==> src/rtl/nor_latch.sv <==
// Clocked bank of NOR-gate SR latch cells with registered q/q_bar rails and forbidden-state flagging.
// Optional saturating forbidden-entry counter enabled by defining NOR_LATCH_VIOL_CNT_EN.
module nor_latch #(
   parameter int unsigned WIDTH = 1
`ifdef NOR_LATCH_VIOL_CNT_EN
   , parameter int unsigned CNT_W = 16
`endif
) (
   input  logic             clk,
   input  logic             rst_n,
   input  logic [WIDTH-1:0] s,
   input  logic [WIDTH-1:0] r,
   input  logic             err_clr,
   output logic [WIDTH-1:0] q,
   output logic [WIDTH-1:0] q_bar,
   output logic [WIDTH-1:0] invalid,
   output logic             err_sticky
`ifdef NOR_LATCH_VIOL_CNT_EN
   , output logic [CNT_W-1:0] viol_cnt
`endif
);

   logic [WIDTH-1:0] q_nx;
   logic [WIDTH-1:0] qb_nx;
   logic [WIDTH-1:0] entry;

   // Derived from registered state only, so there is no path from s/r.
   assign invalid = ~q & ~q_bar;

   always_comb begin
      q_nx  = q;
      qb_nx = q_bar;
      for (int unsigned i = 0; i < WIDTH; i++) begin
         unique case ({s[i], r[i]})
            2'b00: begin
               if (invalid[i]) begin
                  q_nx[i]  = 1'b0;
                  qb_nx[i] = 1'b1;
               end
            end
            2'b01: begin
               q_nx[i]  = 1'b0;
               qb_nx[i] = 1'b1;
            end
            2'b10: begin
               q_nx[i]  = 1'b1;
               qb_nx[i] = 1'b0;
            end
            default: begin
               q_nx[i]  = 1'b0;
               qb_nx[i] = 1'b0;
            end
         endcase
      end
      entry = ~q_nx & ~qb_nx & ~invalid;
   end

   always_ff @(posedge clk) begin
      if (!rst_n) begin
         q          <= '0;
         q_bar      <= '1;
         err_sticky <= 1'b0;
      end else begin
         q     <= q_nx;
         q_bar <= qb_nx;
         if (|entry)
            err_sticky <= 1'b1;
         else if (err_clr)
            err_sticky <= 1'b0;
      end
   end

`ifdef NOR_LATCH_VIOL_CNT_EN
   localparam int unsigned SUM_W = CNT_W + $clog2(WIDTH + 1) + 1;

   logic [SUM_W-1:0] n_entry;
   logic [SUM_W-1:0] sum;
   logic [CNT_W-1:0] cnt_nx;

   // err_clr drops the old count but still loads this cycle's entries.
   always_comb begin
      n_entry = '0;
      for (int unsigned i = 0; i < WIDTH; i++)
         n_entry = n_entry + SUM_W'(entry[i]);
      sum = (err_clr ? '0 : SUM_W'(viol_cnt)) + n_entry;
      if (sum > SUM_W'({CNT_W{1'b1}}))
         cnt_nx = '1;
      else
         cnt_nx = sum[CNT_W-1:0];
   end

   always_ff @(posedge clk) begin
      if (!rst_n)
         viol_cnt <= '0;
      else
         viol_cnt <= cnt_nx;
   end
`endif

endmodule

==> config.mk <==
export PLATFORM = sky130hd
export DESIGN_NAME = nor_latch
export DESIGN_NICKNAME = d
export VERILOG_FILES = /design/src/rtl/nor_latch.sv
export SDC_FILE = /design/constraint.sdc
export NUM_CORES = 1
export LEC_CHECK = 0
export BUFFER_PORTS_ARGS = -buffer_cell sky130_fd_sc_hd__buf_2
export CELL_PAD_IN_SITES_DETAIL_PLACEMENT = 1
export CELL_PAD_IN_SITES_GLOBAL_PLACEMENT = 2
export CORE_AREA = 2 2 39 41
export DETAILED_ROUTE_END_ITERATION = 16
export DIE_AREA = 0 0 41 43
export PLACE_DENSITY_LB_ADDON = 0.05
export REMOVE_ABC_BUFFERS = 1
export SYNTH_ARGS = -nofsm -noshare
export SYNTH_HDL_FRONTEND = slang
export SYNTH_SLANG_ARGS = --single-unit
export TNS_END_PERCENT = 1
==> constraint.sdc <==
create_clock -name clk -period 1.8 [get_ports clk]
set_input_delay 0.09 -clock clk [delete_from_list [all_inputs] [get_ports clk]]
set_output_delay 0.09 -clock clk [all_outputs]
set_load 0.02 [all_outputs]
After elaboration in Yosys (flattened, before gate mapping)
Cells that the tools add are included.
{ "word_totals": {"inputBits": 5, "wordCells": 21, "ff_bits": 3} }
{ "classes": {"reduce_logical": 2, "bitwise": 8, "eq_ne": 2, "mux": 6} }
{ "op_table": {"columns": ["operator", "n"], "rows": [
  ["$not 1->1", 5],
  ["$mux 1", 4],
  ["$pmux 1 s2", 2],
  ["$and 1x1->1", 3],
  ["$eq 2x1->1 const B", 1],
  ["$eq 2x2->1 const B", 1],
  ["$logic_not 2->1", 1],
  ["$reduce_bool 2->1", 1]
]} }

Depth between registers and ports, before layout
{ "logic_depth": {"ltp_word": 8, "ltp_mapped": 2, "mapped_depth_nobuf": 2} }

Worst setup path before layout
No wires, ideal clock.
{ "synth_timing": {"path_type": "reg2reg", "startpoint": "register q", "endpoint": "register q_bar", "arrival_ns": 0.733, "path_stages_with_launch": 3, "setup_ns": 0.118, "t_required_ns": 1.682, "path_slack_ns": 0.949, "cell_sequence": "dfxtp_1 -> nor3b_1 -> o21ai_1"} }
{ "synth_between": {"elab_chain_cells": 4} }
{ "synth_lines": {"columns": ["element", "line_no", "text"], "rows": [
  ["from (decl)", "14", "output logic [WIDTH-1:0] q,"],
  ["from (signal assigned)", "64", "q <= q_nx;"],
  ["$not 1->1", "28", "assign invalid = ~q & ~q_bar;"],
  ["$and 1x1->1", "28", null],
  ["$mux 1", "36", "if (invalid[i]) begin"],
  ["$pmux 1 s2", "34", "unique case ({s[i], r[i]})"],
  ["to (signal assigned)", "65", "q_bar <= qb_nx;"],
  ["to (decl)", "15", "output logic [WIDTH-1:0] q_bar,"]
]} }
No other way between the ends.
A chain may end at the register's enable or synchronous reset.

Final worst setup path
{ "layout_timing": {"startpoint": "register q_bar", "endpoint": "output invalid"} }
{ "layout_between": {"elab_chain_cells": 2} }
{ "layout_lines": {"columns": ["element", "line_no", "text"], "rows": [
  ["$not 1->1", "28", null],
  ["$and 1x1->1", "28", null],
  ["to (decl)", "16", "output logic [WIDTH-1:0] invalid,"]
]} }
No other way between the ends.

==> qor.yml <==
grt:
  grt_max_degree: 6
  antenna_found_initial: 0
  grt_pass1_vias: 142
  grt.overflow.total: 0
  track_usage_pct: 5.611
  grt_pass1_wl_um: 572
clock_tree:
  htreeDepth: 1
  holdBufCountCts: 0
  cts_setup_buffers: 0
  cts.sinks: 3
  numCtsBuffers: 3
  clock_path_buffers: 2
  clk_latency_ns: 0.23
  cts_tree: "done"
  clk_root_buffer_cell: "clkbuf_4"
  clk_pin_slew_ns: 0.04
  ctsResizeCount: 0
worst_setup_path:
  r2r_cells: 2
  worstPathRequired_ns: 1.71
  cp.depth: 2
  cp_top_family: "flip-flops"
  critPathBufInv: 1
  crit_path_max_incr_delay_ns: 0.33
  cp_max_fo: 4
  crit_chain: "nor2_1 -> buf_2"
  cp-start-kind: "register"
  r2r_end: "q_bar$_SDFF_PN1_"
  critical_path_class: "register to primary output"
  arrival_ns: 0.83
  slowest_stage: "dfxtp_1"
  reg2reg_slack_ns: 1.00
  r2r_start: "q$_SDFF_PN0_"
  cp-startpoint: "q_bar$_SDFF_PN1_"
  end_kind: "primary output"
sta:
  rsz0062_at_grt: "no"
  max_slew_margin_pct: 86.78
  final_max_slew_viol_count: 0
  finalSetupViolCount: 0
  finalCritPeriodShare_pct: 50.97
  finalCriticalPeriod_ns: 0.9174
  finClkSkew_ns: 0.002634
  tns_ns: 0
  hold_violations: 0
  fmax_ghz: 1.090
  worst_pin_slew_ns: 0.1979
floorplan:
  dieArea_um2: 1763
  die_y_um: 43
  dieWidth_um: 41
  io_pins: 9
  rows: 14
  initial_utilization_pct: 7.866
  core_area_um2: 1384
yosys:
  yosysUniqueCellTypes: 7
  yosysWarnings: 0
  muxShareOfSynthArea_pct: 0
  synthAdderAreaFrac_pct: 0
  syn_avg_cell_area_um2: 9.896
  ys_seq_elements: 3
  synth-xor-area-share_pct: 0
  synth_compound_area_share_pct: 18.39
  syn_area_um2: 108.9
  synth_top_family_by_area: "simple AND/OR/NAND/NOR gates"
  synthSimpleGateAreaFrac_pct: 26.44
  ys_seq_area_share_pct: 55.17
  synth_cells: 11
detailed_routing:
  antenna_left: 0
  dr.first_iter.drc_count: 2
  route.detailed.drc: 0
  wirelength_um: 359
  num_vias: 127
  dr.pass1.iters: 2
  viasPerCell: 3.256
  wl_per_cell_um: 9.205
hold_path:
  worstHoldPathCells: 2
  hp-start: "r"
  whs_endpoint: "q$_SDFF_PN0_"
  hold_path_class: "primary input to register"
power_and_ir_drop:
  leakagePower_nw: 0.08565
  vdd.ir_drop.worst_v: 0.0001707
  power.total_uw: 211.7
  power_density_nw_per_um2: 1085
finish:
  area_delta_synth_final_pct: 79.31
  final_nets: 29
  drive_gt1_share_pct: 47.83
  final_common_cell: "buf_2"
  layout_common_cells: "8 x buf_2, 3 x clkbuf_4, 3 x dfxtp_1, 2 x nor2_1, 2 x nor3b_1"
  utilization_pct: 14.10
  diodes: 0
placement:
  port_buffers: 8
  gp_congestion: 0.6243
run:
  maxCapViolCount: 0
run_status:
  status: "finished, final reports clean"
==> report_power, final <==
part / internal (mW) / total, mW / leakage (nW) / switching [mW]
sequential: 0.0705 / 0.0735 / 0.0248 / 0.00310
clock: 0.0829 / 0.116 / 0.0150 / 0.0326
combinational: 0.00991 / 0.0227 / 0.0459 / 0.0127
total: 0.163 / 0.212 / 0.0856 / 0.0485
==> layer usage <==
metal  wire (µm)  global-route usage (%)
met5           0                       0
met3          58                   4.188
met2         123                   5.938
met1         170                   5.431
met4           6                   8.000
==> synthesized netlist by cell type <==
cell	instances	share of area, %
a21boi_1	1	6.9
dfxtp_1	3	55
nand2b_1	1	5.8
nor2_1	2	6.9
nor3b_1	2	14
o211ai_1	1	6.9
o21ai_1	1	4.6
==> sequential cells by signal, summed over array words and instances (netlist names) <==
name,cells
q_bar,1
q,1
err_sticky,1
==> per-stage QoR <==
step           hold slack, ns  std cells  worst slack [ns]  instance area, µm²
4_1_cts               0.05186         39            0.8671               195.2
3_5_place_dp           0.2959         35             1.001               168.9
3_3_place_gp           0.3071         35             1.003               168.9
6_report              0.05803         39            0.8826               195.2
2_1_floorplan          0.1661         11            0.9493               108.9
5_1_grt               0.05973         39            0.8216               195.2
==> layout make-up <==
| cell class | count | area, µm² |
|---|---|---|
| sequential | 3 | 60.06 |
| fill | 169 | 1189 |
| tap | 16 | 20.02 |
| multi-input combinational | 8 | 48.80 |
| timing repair buffer | 8 | 40.04 |
| clock buffer | 4 | 26.28 |
==> worst max path at each step <==
stage	to
after floorplan	q_bar$_SDFF_PN1_
after global placement	q_bar$_SDFF_PN1_
after detailed placement	q_bar$_SDFF_PN1_
after CTS	invalid
after global routing	invalid
final	invalid
==> logic make-up after synthesis <==
| kind of cell | after synthesis |
|---|---|
| AND/OR/NAND/NOR | 5 |
| flip-flops | 3 |
| AO/OA/AOI/OAI | 3 |
Note: power is estimated with default switching activity, not from simulation.
